`src/rtl/serial_subtracter_unit.sv`:
```
// serial_subtracter_unit
//   Multi-cycle WIDTH-bit subtracter: difference = a - b - bin, with borrow-out.
//   BITS_PER_CYCLE bits are processed per RUN cycle, LSB slice first, through
//   an array of full-subtracter cells. The borrow between slices is kept in a
//   register. The partial result builds up internally. The outputs change only on
//   the completion edge or on reset.
//
//   Optional feature macro: SERIAL_SUB_OVF_EN
//     When defined, adds overflow_o. This is the signed overflow of a - b - bin,
//     computed as (borrow into MSB cell) ^ (borrow out of MSB cell).
//
// Ports
//   clk_i         rising-edge clock
//   rst_n_i       asynchronous active-low reset
//   start_i       request; sampled only in IDLE or DONE
//   a_i, b_i      minuend / subtrahend, captured on accepted start
//   bin_i         borrow-in, captured on accepted start
//   busy_o        high while in RUN
//   done_o        one-cycle pulse, result valid
//   difference_o  last completed result
//   borrow_o      last completed borrow-out
//   overflow_o    last completed signed overflow (SERIAL_SUB_OVF_EN only)

// One full-subtracter bit cell.
module ssu_fs_cell (
  input  logic x_i,
  input  logic y_i,
  input  logic br_i,
  output logic d_o,
  output logic br_o
);
  assign d_o  = x_i ^ y_i ^ br_i;
  assign br_o = (~x_i & y_i) | (~x_i & br_i) | (y_i & br_i);
endmodule

module serial_subtracter_unit #(
  parameter int WIDTH          = 8,
  parameter int BITS_PER_CYCLE = 1
) (
  input  logic             clk_i,
  input  logic             rst_n_i,
  input  logic             start_i,
  input  logic [WIDTH-1:0] a_i,
  input  logic [WIDTH-1:0] b_i,
  input  logic             bin_i,
  output logic             busy_o,
  output logic             done_o,
  output logic [WIDTH-1:0] difference_o,
`ifdef SERIAL_SUB_OVF_EN
  output logic             borrow_o,
  output logic             overflow_o
`else
  output logic             borrow_o
`endif
);
  localparam int BPC = BITS_PER_CYCLE;
  localparam int N   = WIDTH / BPC;
  localparam int CW  = (N > 1) ? $clog2(N) : 1;

  typedef enum logic [1:0] {S_IDLE, S_RUN, S_DONE} state_t;

  state_t           state_q;
  logic [WIDTH-1:0] a_q, b_q, res_q, res_d;
  logic             br_q;
  logic [CW-1:0]    cnt_q;

  logic [31:0]      base;
  logic [BPC-1:0]   x_sl, y_sl, d_sl;
  logic [BPC:0]     bc;
  logic             last;

  assign base = 32'(cnt_q) * 32'(BPC);
  assign x_sl = a_q[base +: BPC];
  assign y_sl = b_q[base +: BPC];
  assign bc[0] = br_q;
  assign last = (cnt_q == CW'(N - 1));

  // Borrow ripples across the slice through the cell array.
  ssu_fs_cell u_cell [BPC-1:0] (
    .x_i  (x_sl),
    .y_i  (y_sl),
    .br_i (bc[BPC-1:0]),
    .d_o  (d_sl),
    .br_o (bc[BPC:1])
  );

  // Merge the current slice into the accumulated partial result.
  always_comb begin
    res_d = res_q;
    res_d[base +: BPC] = d_sl;
  end

  always_ff @(posedge clk_i or negedge rst_n_i) begin
    if (!rst_n_i) begin
      state_q      <= S_IDLE;
      a_q          <= '0;
      b_q          <= '0;
      res_q        <= '0;
      br_q         <= 1'b0;
      cnt_q        <= '0;
      busy_o       <= 1'b0;
      done_o       <= 1'b0;
      difference_o <= '0;
      borrow_o     <= 1'b0;
`ifdef SERIAL_SUB_OVF_EN
      overflow_o   <= 1'b0;
`endif
    end else begin
      case (state_q)
        S_IDLE, S_DONE: begin
          done_o <= 1'b0;
          if (start_i) begin
            a_q     <= a_i;
            b_q     <= b_i;
            br_q    <= bin_i;
            cnt_q   <= '0;
            res_q   <= '0;
            busy_o  <= 1'b1;
            state_q <= S_RUN;
          end else begin
            busy_o  <= 1'b0;
            state_q <= S_IDLE;
          end
        end
        S_RUN: begin
          res_q <= res_d;
          br_q  <= bc[BPC];
          cnt_q <= cnt_q + 1'b1;
          if (last) begin
            state_q      <= S_DONE;
            busy_o       <= 1'b0;
            done_o       <= 1'b1;
            difference_o <= res_d;
            borrow_o     <= bc[BPC];
`ifdef SERIAL_SUB_OVF_EN
            // The MSB is the top cell of the last slice.
            overflow_o   <= bc[BPC] ^ bc[BPC-1];
`endif
          end
        end
        default: begin
          busy_o  <= 1'b0;
          done_o  <= 1'b0;
          state_q <= S_IDLE;
        end
      endcase
    end
  end
endmodule

```
`config.mk`:
```
export PLATFORM = sky130hd
export DESIGN_NAME = serial_subtracter_unit
export DESIGN_NICKNAME = d
export VERILOG_FILES = /design/src/rtl/serial_subtracter_unit.sv
export SDC_FILE = /design/constraint.sdc
export NUM_CORES = 1
export LEC_CHECK = 0
export ABC_AREA = 1
export ABC_CLOCK_PERIOD_IN_PS = 2110
export CELL_PAD_IN_SITES_DETAIL_PLACEMENT = 0
export CELL_PAD_IN_SITES_GLOBAL_PLACEMENT = 1
export CORE_MARGIN = 2
export CORE_UTILIZATION = 36
export DETAILED_ROUTE_END_ITERATION = 10
export GPL_TIMING_DRIVEN = 0
export PLACE_DENSITY_LB_ADDON = 0.1
export SLEW_MARGIN = 5
export SYNTH_ARGS = -nofsm -noshare
export SYNTH_HDL_FRONTEND = slang
export SYNTH_SLANG_ARGS = --single-unit
```
`constraint.sdc`:
```
create_clock -name clk_i -period 2.11 [get_ports clk_i]
set_clock_uncertainty 0.15 [all_clocks]
set_input_delay 0.5275 -clock clk_i [delete_from_list [all_inputs] [get_ports clk_i]]
set_output_delay 0.5275 -clock clk_i [all_outputs]
set_load 0.05 [all_outputs]
```
==> impl_metrics.tcl, run 1 <==
set metrics [dict create \
    result_of_the_run "complete, but fails checks" \
    violated_checks "negative setup slack" \
    num_rows 26 \
    synth.area.top_cells "sky130_fd_sc_hd__dfrtp_1 52%, sky130_fd_sc_hd__mux2_2 9.4%, sky130_fd_sc_hd__nand2_1 7.0%" \
    worst_slew_pin_slew_ns 0.878 \
    layout.core_utilization 0.484 \
    post-dp-hpwl_mm 2.95 \
    routed_wl_mm 4.19 \
    cts_htree_levels 2 \
    pre_cts_setup_slack_ns -0.346 \
    i_o_pins 31 \
    worst_setup_hold_path_clk_slew_ns 0.08 \
    synth.distinct_cells 24 \
    global_route_wire_length_before_repair_mm 7.53 \
    layout.cells.non_filler 314 \
    placed_cells_incl_taps 298 \
    drv.max_cap_violation_count 0 \
    floorplan.die_area_um2 5930 \
    io_buffer_count 30 \
    synth_cells 198 \
    clock-sinks 40 \
    drt-vias-per-instance 4.86 \
    area_growth_syn_to_layout_pct 29.8 \
    post_cts_hold_buffer_count 0 \
    wire_per_inst_um 13.3 \
    timing_worst_setup_path_type "reg2reg" \
    vdd.ir_drop.worst_mv 0.733 \
    worstPathMaxFanout 5 \
    clock_latency_late_sink_ns 0.29 \
    floorplan.die.height_um 77.0 \
    drc 0 \
    gpl.final_weighted_congestion 0.862 \
    route.vias.total 1526 \
    insertedDiodeCount 0 \
    max_freq_ghz 0.445 \
    layout.cells.most_common "sky130_fd_sc_hd__dfrtp_1" \
    grt_util_all_layers 0.161 \
    floorplan.die.width_um 77.0 \
    final-hold-violation-count 0 \
    final_cell_mix "38 x sky130_fd_sc_hd__dfrtp_1, 35 x sky130_fd_sc_hd__nand2_1, 20 x sky130_fd_sc_hd__nand3_1" \
    grt_setup_unrepaired "yes" \
    final_net_count 268 \
    yosysSeqAreaShare 0.522 \
    cts-root-to-sink-buffers 2 \
    synth_area_um2 1920 \
    synthesized_nets 223 \
    crit_path_dat_ns 2.31 \
    maxSlewViolCount 0 \
    startpoint_type "register" \
    core_area_um2 5140 \
    initialDrtViolationCount 58 \
    timing.final.setup_violations 15 \
    powerDensity_nw_per_um2 1760 \
    synthesis.yosys.warnings 0 \
    cp.required_ns 2.17 \
    fraction_of_layout_instances_using_a_drive_strength_above_1 0.266 \
    ys_ff_latch 40 \
    initial_antenna_violation_count 0 \
    synth.top_cell.area_share 0.522 \
    holdWs_ns 0.198 \
    fin_crit_sh 1.06 \
    yosys.area.top_type "sky130_fd_sc_hd__dfrtp_1" \
    dr.pass1.iters 4 \
    starting_utilization_of_the_core_area 0.373 \
    type_of_destination_of_the_critical_path "register" \
    worst_hold_path_type "in2async" \
    maxSlewHeadroom 0.415 \
    p_leak_nw 1.18 \
    cts-buffers-inserted 5 \
    detail-route-antenna-nets 0 \
    syn_area_per_cell_um2 9.69 \
    root_buffer_selected_by_cts "sky130_fd_sc_hd__clkbuf_8" \
    final.min_clock_period_ns 2.24 \
    grt-ovfl-total 0 \
    cts_tree "yes" \
    setup_slack_ns -0.135 \
    maximum_number_of_pins_on_one_net_before_global_route_repair 41 \
    first_global_vias 1624 \
]
per-layer routing:
metal / vias up / track usage / part of all wire
li1: 758 / - / -
met1: 734 / 0.195 / 0.43
met2: 30 / 0.276 / 0.51
met3: 4 / 0.0435 / 0.049
met4: 0 / 0.0536 / 0.011
met5: - / 0 / 0
worst max-delay path: stages, from the launching register on:
cell                      delay [ns]
sky130_fd_sc_hd__dfrtp_2        0.46
sky130_fd_sc_hd__buf_2          0.17
sky130_fd_sc_hd__o21ai_0        0.16
sky130_fd_sc_hd__o22ai_1        0.10
sky130_fd_sc_hd__nand2_1        0.06
sky130_fd_sc_hd__nand2_1        0.08
sky130_fd_sc_hd__fa_2           0.60
sky130_fd_sc_hd__nand3_4        0.11
sky130_fd_sc_hd__nand2_1        0.09
sky130_fd_sc_hd__o21ai_2        0.06
sky130_fd_sc_hd__o21ai_1        0.14
cell usage after synthesis:
cell and instances:
sky130_fd_sc_hd__dfrtp_1 40, sky130_fd_sc_hd__nand2_1 36, sky130_fd_sc_hd__nand3_1 24, sky130_fd_sc_hd__o21ai_0 18, sky130_fd_sc_hd__mux2_2 16, sky130_fd_sc_hd__nor2_1 15, sky130_fd_sc_hd__inv_1 10, sky130_fd_sc_hd__inv_2 6
sky130_fd_sc_hd__o21ai_1 5, sky130_fd_sc_hd__ha_1 4, sky130_fd_sc_hd__o22ai_1 4, sky130_fd_sc_hd__buf_6 3, sky130_fd_sc_hd__nand2_2 3, sky130_fd_sc_hd__o21bai_1 3, sky130_fd_sc_hd__nand4_1 2, sky130_fd_sc_hd__buf_2 1
sky130_fd_sc_hd__buf_4 1, sky130_fd_sc_hd__fa_1 1, sky130_fd_sc_hd__nand2_4 1, sky130_fd_sc_hd__nand3_2 1, sky130_fd_sc_hd__nor2_2 1, sky130_fd_sc_hd__nor2_4 1, sky130_fd_sc_hd__o211ai_1 1, sky130_fd_sc_hd__o221ai_1 1
cells by family (layout without fill, tap and decap cells):
kind of cell | Yosys count | in the layout | synth area share
adder cells (fa/ha/maj) | 5 | 5 | 0.0365
buffers and inverters | 21 | 67 | 0.0554
multiplexers | 16 | 16 | 0.0939
AND/OR/NAND/NOR | 84 | 84 | 0.199
flip-flops | 40 | 40 | 0.522
AO/OA/AOI/OAI | 32 | 32 | 0.0933
final timing paths:
kind / start / to / slack [ns] / cells past startpoint
worst min-delay path: rst_n_i / difference_o[7] / 0.20 / 1
worst min register to register: difference_o[4] / difference_o[4] / 0.32 / 2
worst max register to register: cnt_q[0] / res_q[5] / -0.13 / 10
min in group clk_i: difference_o[4] / difference_o[4] / 0.32 / 2
worst max-delay path: cnt_q[0] / res_q[5] / -0.13 / 10
max in group asynchronous: rst_n_i / cnt_q[0] / 1.01 / 1
registers in the layout, summed over array words and instances (netlist names):
register / cells
a_q: 8
b_q: 8
difference_o: 8
res_q: 8
cnt_q: 3
borrow_o: 1
br_q: 1
busy_o: 1
done_o: 1
state_q: 1
stage by stage:
stage,cell area (um^2),TNS [ns],power [W]
2_1_floorplan,1920,0,0.00301
3_3_place_gp,2310,-25.77,0.00361
3_5_place_dp,2300,-3.40,0.00365
4_1_cts,2450,-1.82,0.00430
5_1_grt,2490,-3.12,0.00478
6_report,2490,-1.27,0.00439
area by class of cell:
| type | count | area, um^2 |
|---|---|---|
| repair buffers | 38 | 340 |
| plain buffers | 5 | 46.3 |
| inverters | 16 | 62.6 |
| flip-flops and latches | 40 | 1000 |
| multi-input cells | 137 | 857 |
| fillers | 538 | 2650 |
| clock inverters | 2 | 10.0 |
| clock buffers | 6 | 82.6 |
| well taps | 70 | 87.6 |
repair_timing:
item                                   4_1_cts  5_1_grt
setup endpoints to repair                   27       16
endpoints found under the hold margin        0        0
setup buffers                                6        0
gates resized for setup                     22       13
pin swaps                                   10        4
cloned                                       2        0
report_power, final:
part / internal [W] / switching, W / total [W] / leakage [nW]
registers: 0.00114 / 0.000220 / 0.00136 / 0.488
logic: 0.000966 / 0.00155 / 0.00252 / 0.637
clock network: 0.000261 / 0.000260 / 0.000521 / 0.0510
total: 0.00236 / 0.00203 / 0.00439 / 1.18
No activity file was read; power rests on OpenSTA's default activity.
==> run 2, diff against run 1 <==
--- a/config.mk
+++ b/config.mk
@@ -9,11 +9,12 @@
 export ABC_CLOCK_PERIOD_IN_PS = 2110
 export CELL_PAD_IN_SITES_DETAIL_PLACEMENT = 0
 export CELL_PAD_IN_SITES_GLOBAL_PLACEMENT = 1
-export CORE_MARGIN = 2
+export CORE_MARGIN = 10
 export CORE_UTILIZATION = 36
 export DETAILED_ROUTE_END_ITERATION = 10
 export GPL_TIMING_DRIVEN = 0
 export PLACE_DENSITY_LB_ADDON = 0.1
+export SETUP_SLACK_MARGIN = 0.02
 export SLEW_MARGIN = 5
 export SYNTH_ARGS = -nofsm -noshare
 export SYNTH_HDL_FRONTEND = slang
==> impl_metrics.tcl, run 2 (synthesized netlist as in run 1, its figures left out) <==
set metrics [dict create \
    result_of_the_run "complete, but fails checks" \
    violated_checks "negative setup slack" \
    cp-startpoint "cnt_q[0]" \
    core_area_um2 5140 \
    fin_crit_sh 1.05 \
    powerDensity_nw_per_um2 1830 \
    starting_utilization_of_the_core_area 0.373 \
    cts-root-to-sink-buffers 2 \
    routed_wl_mm 4.43 \
    drc 0 \
    num_rows 26 \
    grt-ovfl-total 0 \
    route.vias.total 1523 \
    detail-route-antenna-nets 0 \
    setup_slack_ns -0.110 \
    type_of_destination_of_the_critical_path "register" \
    setup.worst_path.end "res_q[6]" \
    ff2ff_path_depth 10 \
    global_route_wire_length_before_repair_mm 7.80 \
    maximum_number_of_pins_on_one_net_before_global_route_repair 41 \
    insertedDiodeCount 0 \
    worst_slew_pin_slew_ns 0.872 \
    io_buffer_count 30 \
    crit_path_dat_ns 2.26 \
    r2r_start "cnt_q[0]" \
    reg2reg_setup_slack_ns -0.11 \
    gpl.final_weighted_congestion 0.840 \
    final_cell_mix "38 x sky130_fd_sc_hd__dfrtp_1, 33 x sky130_fd_sc_hd__nand2_1, 18 x sky130_fd_sc_hd__clkdlybuf4s50_1" \
    floorplan.die.height_um 93.0 \
    timing.final.setup_violations 16 \
    cp.required_ns 2.15 \
    pre_cts_setup_slack_ns -0.322 \
    floorplan.die.width_um 93.0 \
    cts_htree_levels 2 \
    initialDrtViolationCount 56 \
    final.min_clock_period_ns 2.22 \
    fillCellCount 510 \
    max_freq_ghz 0.450 \
    worst_hold_path_type "in2async" \
    grt_util_all_layers 0.112 \
    post-dp-hpwl_mm 3.18 \
    timing_worst_setup_path_type "reg2reg" \
    fraction_of_layout_instances_using_a_drive_strength_above_1 0.325 \
    area_growth_syn_to_layout_pct 34.0 \
    grt_setup_unrepaired "yes" \
    maxSlewViolCount 0 \
    vdd.ir_drop.worst_mv 0.750 \
    maxSlewHeadroom 0.419 \
    worst_setup_hold_path_clk_slew_ns 0.07 \
    final-hold-violation-count 0 \
    cts_tree "yes" \
    drt-vias-per-instance 4.87 \
    initial_antenna_violation_count 0 \
    wire_per_inst_um 14.2 \
    floorplan.die_area_um2 8650 \
    cts-buffers-inserted 5 \
    p_leak_nw 1.18 \
    first_global_vias 1702 \
    clock_latency_late_sink_ns 0.29 \
    clock-sinks 40 \
    holdWs_ns 0.203 \
    worstPathMaxFanout 5 \
    root_buffer_selected_by_cts "sky130_fd_sc_hd__clkbuf_8" \
    critical_path.reg2reg.endpoint "res_q[6]" \
    startpoint_type "register" \
    dr.pass1.iters 4 \
    layout.cells.most_common "sky130_fd_sc_hd__dfrtp_1" \
    layout.core_utilization 0.500 \
    drv.max_cap_violation_count 0 \
    final_net_count 268 \
    i_o_pins 31 \
]
-- run 2: changes by cell type in the layout (fill, tap and decap cells not counted), moves of 2 or more --
cell                      before  now
sky130_fd_sc_hd__buf_2         4    2
sky130_fd_sc_hd__buf_4         6    8
sky130_fd_sc_hd__nand2_1      35   33
sky130_fd_sc_hd__nand2_2       4    6
sky130_fd_sc_hd__nand3_1      20    9
sky130_fd_sc_hd__nand3_2       4   12
sky130_fd_sc_hd__nand3_4       1    4
sky130_fd_sc_hd__o21ai_0      10    3
sky130_fd_sc_hd__o21ai_1      10   15
sky130_fd_sc_hd__o21ai_2       3    5
-- run 2: metal layers --
| layer | global-route usage | share of wire | vias to the layer above |
|---|---|---|---|
| met5 | 0 | 0 | - |
| met4 | 0.0488 | 0.016 | 0 |
| met3 | 0.0448 | 0.051 | 7 |
| met2 | 0.195 | 0.52 | 28 |
| met1 | 0.117 | 0.41 | 730 |
| li1 | - | - | 758 |
-- run 2: final cells by class --
type                            instances  area, um^2  area share
Clock inverter                          1        5.00     0.00195
Inverter                               16        60.1      0.0234
Tap cell                               70        87.6      0.0341
Timing Repair Buffer                   38         345       0.134
Sequential cell                        40        1000       0.390
Clock buffer                            6        72.6      0.0282
Buffer                                  5        46.3      0.0180
Multi-Input combinational cell        137         950       0.370
-- run 2: worst max-delay path, stage by stage (launching register included) --
cell and delay [ns]:
sky130_fd_sc_hd__dfrtp_2 0.45, sky130_fd_sc_hd__buf_6 0.14, sky130_fd_sc_hd__o21ai_1 0.13, sky130_fd_sc_hd__o22ai_1 0.11, sky130_fd_sc_hd__o21ai_2 0.18, sky130_fd_sc_hd__fa_2 0.50, sky130_fd_sc_hd__buf_6 0.14, sky130_fd_sc_hd__nand3_4 0.10
sky130_fd_sc_hd__nand3_2 0.08, sky130_fd_sc_hd__nand3_1 0.09, sky130_fd_sc_hd__nand2_1 0.05
-- run 2: how the worst min path moves through the flow --
stage / start / endpoint
3_5_place_dp: difference_o[7] / difference_o[7]
2_1_floorplan: rst_n_i / a_q[0]
5_1_grt: rst_n_i / res_q[4]
4_1_cts: rst_n_i / res_q[4]
3_3_place_gp: busy_o / busy_o
6_report: rst_n_i / res_q[4]
-- run 2: metrics by stage --
step / setup TNS (ns) / cells / cell area [um^2] / total power, W
final: -1.28 / 313 / 2570 / 0.00469
after global routing: -3.15 / 313 / 2570 / 0.00511
after CTS: -2.11 / 312 / 2490 / 0.00450
after detailed placement: -3.44 / 298 / 2310 / 0.00368
after global placement: -25.31 / 298 / 2310 / 0.00364
after floorplan: 0 / 198 / 1920 / 0.00303
-- run 2: timing repair --
action	4_1_cts	5_1_grt
gates resized for setup	36	24
pin swaps	20	13
buffers inserted	6	1
hold buffers	0	0
gates cloned	1	0
endpoints found under the setup margin	27	16
-- run 2: power by group --
| group | switching [W] | leakage (nW) | internal (W) |
|---|---|---|---|
| Sequential | 0.000223 | 0.488 | 0.00114 |
| Combinational | 0.00173 | 0.650 | 0.00113 |
| Clock | 0.000247 | 0.0410 | 0.000225 |
| Total | 0.00220 | 1.18 | 0.00249 |
